### src/rtl/rv32i_types.sv
// Shared RV32I pipeline types: control-word payload and pipeline-stage state.
// Latency: n/a (types and helpers only).
// Backpressure: n/a.
package rv32i_types;

    // Decoded control word carried between pipeline stages.
    typedef struct packed {
        logic [6:0] opcode;
        logic [4:0] rd;
        logic [4:0] rs1;
        logic [4:0] rs2;
        logic [2:0] funct3;
        logic [6:0] funct7;
        logic       reg_write;
        logic       mem_read;
        logic       mem_write;
        logic       branch;
        logic       jump;
    } rv32i_control_word;

    // Occupancy state of a two-entry skid pipeline register.
    typedef enum logic [1:0] {
        EMPTY = 2'd0,
        ONE   = 2'd1,
        FULL  = 2'd2
    } pipe_state_e;

    // Number of entries held in a given state.
    function automatic logic [1:0] state_occupancy(pipe_state_e s);
        logic [1:0] occ;
        occ = 2'd0;
        case (s)
            EMPTY:   occ = 2'd0;
            ONE:     occ = 2'd1;
            FULL:    occ = 2'd2;
            default: occ = 2'd0;
        endcase
        return occ;
    endfunction

endpackage

### src/rtl/sat_counter.sv
// Saturating up-counter for performance monitoring.
// Latency: count reflects an increment one cycle after inc is sampled.
// Backpressure: none; increments are dropped once the counter is all-ones.
// Ports: clk, rst (async active-low), inc (count one event), count (current value).
module sat_counter #(
    parameter int WIDTH = 16
) (
    input  logic             clk,
    input  logic             rst,
    input  logic             inc,
    output logic [WIDTH-1:0] count
);

    logic [WIDTH-1:0] count_d;
    logic [WIDTH-1:0] count_q;

    always_comb begin
        count_d = count_q;
        // Hold at all-ones rather than wrapping back to zero.
        if (inc && (count_q != {WIDTH{1'b1}})) begin
            count_d = count_q + WIDTH'(1);
        end
    end

    always_ff @(posedge clk or negedge rst) begin
        if (!rst) begin
            count_q <= '0;
        end else begin
            count_q <= count_d;
        end
    end

    assign count = count_q;

endmodule

### src/rtl/pipe_skid_reg.sv
// Two-entry skid pipeline register with valid/ready on both sides, flush and perf counter.
// Latency: one cycle from accept to out_valid; sustains one transfer per cycle.
// Backpressure: in_ready comes from state flops only; a second entry is absorbed in the skid.
// Ports: clk, rst (async active-low), flush (squash held entries), in_valid/in_ready/in_data
//        (upstream), out_valid/out_ready/out_data (downstream, data = main register),
//        occupancy (0..2 entries), xfer_count (saturating count of output transfers).
module pipe_skid_reg
    import rv32i_types::*;
#(
    parameter int WIDTH         = 32,
    parameter bit ZERO_ON_FLUSH = 1'b1,
    parameter int CNT_W         = 16
) (
    input  logic             clk,
    input  logic             rst,
    input  logic             flush,
    input  logic             in_valid,
    output logic             in_ready,
    input  logic [WIDTH-1:0] in_data,
    output logic             out_valid,
    input  logic             out_ready,
    output logic [WIDTH-1:0] out_data,
    output logic [1:0]       occupancy,
    output logic [CNT_W-1:0] xfer_count
);

    pipe_state_e      state_d;
    pipe_state_e      state_q;
    logic [WIDTH-1:0] main_d;
    logic [WIDTH-1:0] main_q;
    logic [WIDTH-1:0] skid_d;
    logic [WIDTH-1:0] skid_q;
    logic             accept;
    logic             xfer;

    // Handshake outputs are pure functions of the state register, so there is
    // no combinational path from out_ready back to in_ready.
    assign out_valid = (state_q != EMPTY);
    assign in_ready  = (state_q != FULL);
    assign out_data  = main_q;
    assign occupancy = state_occupancy(state_q);

    assign accept = in_valid & in_ready;
    assign xfer   = out_valid & out_ready;

    always_comb begin
        state_d = state_q;
        main_d  = main_q;
        skid_d  = skid_q;

        if (flush) begin
            // Squash wins over everything; an input offered this cycle is dropped.
            state_d = EMPTY;
            if (ZERO_ON_FLUSH) begin
                main_d = '0;
                skid_d = '0;
            end
        end else begin
            case (state_q)
                EMPTY: begin
                    if (accept) begin
                        main_d  = in_data;
                        state_d = ONE;
                    end
                end
                ONE: begin
                    if (accept && xfer) begin
                        main_d = in_data;
                    end else if (accept) begin
                        // Downstream stalled: park the new entry behind the head.
                        skid_d  = in_data;
                        state_d = FULL;
                    end else if (xfer) begin
                        state_d = EMPTY;
                    end
                end
                FULL: begin
                    if (xfer) begin
                        main_d  = skid_q;
                        state_d = ONE;
                    end
                end
                default: begin
                    state_d = EMPTY;
                end
            endcase
        end
    end

    always_ff @(posedge clk or negedge rst) begin
        if (!rst) begin
            state_q <= EMPTY;
            main_q  <= '0;
            skid_q  <= '0;
        end else begin
            state_q <= state_d;
            main_q  <= main_d;
            skid_q  <= skid_d;
        end
    end

    // A transfer in the flush cycle still counts: downstream consumed it.
    sat_counter #(
        .WIDTH(CNT_W)
    ) u_xfer_cnt (
        .clk  (clk),
        .rst  (rst),
        .inc  (xfer),
        .count(xfer_count)
    );

endmodule

### config.mk
export PLATFORM = sky130hd
export DESIGN_NAME = pipe_skid_reg
export DESIGN_NICKNAME = d
export VERILOG_FILES = /design/src/rtl/rv32i_types.sv /design/src/rtl/sat_counter.sv /design/src/rtl/pipe_skid_reg.sv
export SDC_FILE = /design/constraint.sdc
export NUM_CORES = 1
export LEC_CHECK = 0
export CAP_MARGIN = 10
export CORE_MARGIN = 8
export CORE_UTILIZATION = 37
export DETAILED_ROUTE_END_ITERATION = 6
export SETUP_SLACK_MARGIN = 0.5
export SYNTH_ARGS = -nofsm -noshare
export SYNTH_HDL_FRONTEND = slang
export SYNTH_SLANG_ARGS = --single-unit
### constraint.sdc
create_clock -name clk -period 2.5 [get_ports clk]
set_input_delay 0.5 -clock clk [delete_from_list [all_inputs] [get_ports clk]]
set_output_delay 0.5 -clock clk [all_outputs]
set_load 0.005 [all_outputs]
==> flow_summary.ini <==
[setup_path]
worst_path_largest_cell_delay_ns = 0.41
cp_slowest_cell = dfrtp_1
crit_required_ns = 2.72
worstPathArrival_ns = 2.21
crit_type = reg2reg
crit_fanout = 32
crit_chain = inv_2 -> ha_4 -> and3b_1 -> o311a_4 -> buf_4 -> nor3_1 -> a211oi_2
critPathLaunchType = flip-flop
reg2reg_depth = 7
cp-end-kind = flip-flop

[place]
hpwlAfterDp_um = 7120
place.gp.congestion = 0.779
io_buffers = 88
dp_slack_ns = 0.132

[pwr]
power_mw = 4.96
leakage_nw = 2.22
power_density_nw_per_um2 = 891
vdd_drop_max_uv = 422

[logic_synthesis]
synth_top_family_by_area = simple AND/OR/NAND/NOR gates
syn_nets = 428
yosys.area_share.adder = 0.0186
synth-warning-count = 0
synthSimpleGateAreaFrac = 0.162
synth_cell_type_count = 36
synth-seq-cells = 82
synthCells = 385
avgSynthCellArea_um2 = 10.5
synth.area.mux_share = 0.0820
async_flop_share = 1.00
synth_flop_cell = dfrtp_1
yosysSeqAreaShare = 0.508
synth-xor-area-share = 0.0347
synth_area_um2 = 4040
synth-edff-count = 0
synth-compound-area-share = 0.157

[timing]
min_period_over_period = 0.793
period_needed_ns = 1.98
slew_headroom = 0.559
final_hold_viol_count = 0
fmax_ghz = 0.504
totalNegativeSetupSlack_ns = 0
rsz0062_at_grt = yes
slew_viol_final = 0
finalClockSkew_ns = 0.0158
setup_slack_ns = 0.516
final-setup-viol-count = 0
worst_pin_slew_ns = 0.657

[finish]
ff_latch_area_um2 = 2050
final_core_util = 0.518
drive_gt1_frac = 0.192
syn_to_final_growth_pct = 37.6
multi_input_area_um2 = 1930
nets = 523
fillCellCount = 1005
insertedDiodeCount = 0

[clocking]
htree_levels = 3
cts_buffers = 9
cts_buffer_depth = 2
clk_pin_slew_ns = 0.09
clk_latency_ns = 0.35
cts.sinks = 82
cts_tree = yes
cts-root-buf = clkbuf_8

[floorplan]
die_h_um = 121
num_rows = 38
die_area_um2 = 14500
core_um2 = 10700
fp.dieW_um = 121
initial_utilization = 0.376
num_io_pins = 89

[routing]
routed_via_density = 5.18
vias = 3240
wl_met3_um = 876
wl_met2_um = 5010
antenna_left = 0
wl_met1_um = 4700
highest_layer = met4
drt_wl_total_um = 10800
avgRoutedWirePerCell_um = 17.2
drc = 0
firstDrtPassIters = 4
drt_iter0_markers = 144

[global_route]
grt_pass1_vias = 3321
antenna_found_initial = 0
overflow = 0
grt_start_max_net_pins = 51
grt_pass1_wl_um = 17600
grt.total_usage = 0.151

[worst_hold_path]
hp-class = in2async

[flow_run]
maxCapViolations = 0

[run_status]
status = complete, no violations
## cell usage after synthesis (3+ instances only)
cell      count  area, um^2
nor3_1       37         185
clkbuf_1     22        82.6
ha_1          6        75.1
nor3b_1       5        37.5
nand2_1      68         255
mux2i_1      32         320
a211oi_2     30         375
o21ai_0       3        15.0
xnor2_1       6        52.6
a211oi_1      3        22.5
a21oi_1      33         165
dfrtp_1      82        2050
and3_1        3        18.8
buf_6         3        33.8
nor4_1        4        25.0
inv_1         6        22.5
nand3_1       4        20.0
xor2_1       10        87.6
nor2_1        5        18.8
nand4_1       4        25.0
nor2b_1       3        18.8
## area by class of cell
cell class                 count  share of cell area
sequential                    82               0.369
multi-input combinational    269               0.347
timing repair buffer         112               0.199
tap                          140              0.0315
clock buffer                  10              0.0247
clock inverter                 6              0.0245
inverter                       6             0.00450
## registers in the layout, summed over array words and instances, names as in the netlist
register,flops
u_xfer_cnt.count,16
state_q,2
skid_q,32
out_data,32
## routing by layer
metal | GRT usage | vias to the layer above
met5 | 0 | -
met4 | 0.0398 | 0
met3 | 0.0653 | 15
met2 | 0.238 | 95
met1 | 0.185 | 1578
li1 | - | 1552
## per-stage QoR
stage	area (um^2)	instances	hold slack (ns)
final	5560	625	0.158
after global routing	5560	625	0.193
after CTS	5470	623	0.159
after detailed placement	5130	602	0.493
after global placement	5130	602	0.486
after floorplan	4060	385	0.204
## final timing paths
check | end | slack, ns | startpoint
max in group asynchronous | state_q[1]$_DFFE_PN0P_ | 1.71 | rst
worst min-delay path | skid_q[23]$_DFFE_PN0P_ | 0.16 | rst
worst max register to register | out_data[19]$_DFFE_PN0P_ | 0.52 | state_q[0]$_DFFE_PN0P_
worst max-delay path | out_data[19]$_DFFE_PN0P_ | 0.52 | state_q[0]$_DFFE_PN0P_
min in group clk | u_xfer_cnt.count[15]$_DFFE_PN0P_ | 0.50 | u_xfer_cnt.count[15]$_DFFE_PN0P_
worst min register to register | u_xfer_cnt.count[15]$_DFFE_PN0P_ | 0.50 | u_xfer_cnt.count[15]$_DFFE_PN0P_
## repair_timing
action,CTS,global route
resized for setup,13,18
hold buffers,0,0
setup endpoints to repair,39,37
pin swaps,1,3
buffers inserted,5,2
## cells in the final DEF (no fill, tap or decap), types with 3 or more instances in the layout
| cell | n |
|---|---|
| xor2_1 | 10 |
| clkdlybuf4s50_1 | 82 |
| dfrtp_1 | 81 |
| and3_1 | 3 |
| nor3_2 | 5 |
| clkbuf_8 | 10 |
| nand3_1 | 4 |
| bufinv_16 | 4 |
| nand2_1 | 68 |
| mux2i_1 | 32 |
| ha_1 | 3 |
| a211oi_1 | 3 |
| nand4_1 | 4 |
| o21ai_0 | 3 |
| a21oi_1 | 33 |
| nor3_1 | 32 |
| buf_4 | 19 |
| dlygate4sd2_1 | 3 |
| nor2_1 | 5 |
| ha_4 | 3 |
| inv_1 | 3 |
| nor4_1 | 3 |
| buf_12 | 3 |
| xnor2_1 | 6 |
| a211oi_2 | 30 |
## cells by family (layout without fill, tap and decap cells)
logic type / count (synthesis) / count (layout)
flops: 82 / 82
fa+ha+maj: 6 / 6
compound gates: 74 / 74
xor+xnor: 16 / 16
simple gates: 140 / 140
mux: 33 / 33
buf+inv: 34 / 134
## report_power, final
group,switching [mW],total (mW),internal [mW]
clock,0.511,1.31,0.796
combinational,0.865,1.84,0.979
sequential,0.216,1.80,1.59
total,1.59,4.96,3.36
## worst max-delay path: cells and delay by family (launching register included)
| family | cells | cell delay (ns) |
|---|---|---|
| and+or+nand+nor | 2 | 0.47 |
| DFF | 1 | 0.41 |
| buffers and inverters | 2 | 0.38 |
| AOI/OAI and AO/OA | 2 | 0.38 |
| adders and majority gates | 1 | 0.18 |
Note: power is estimated with default switching activity, not from simulation.
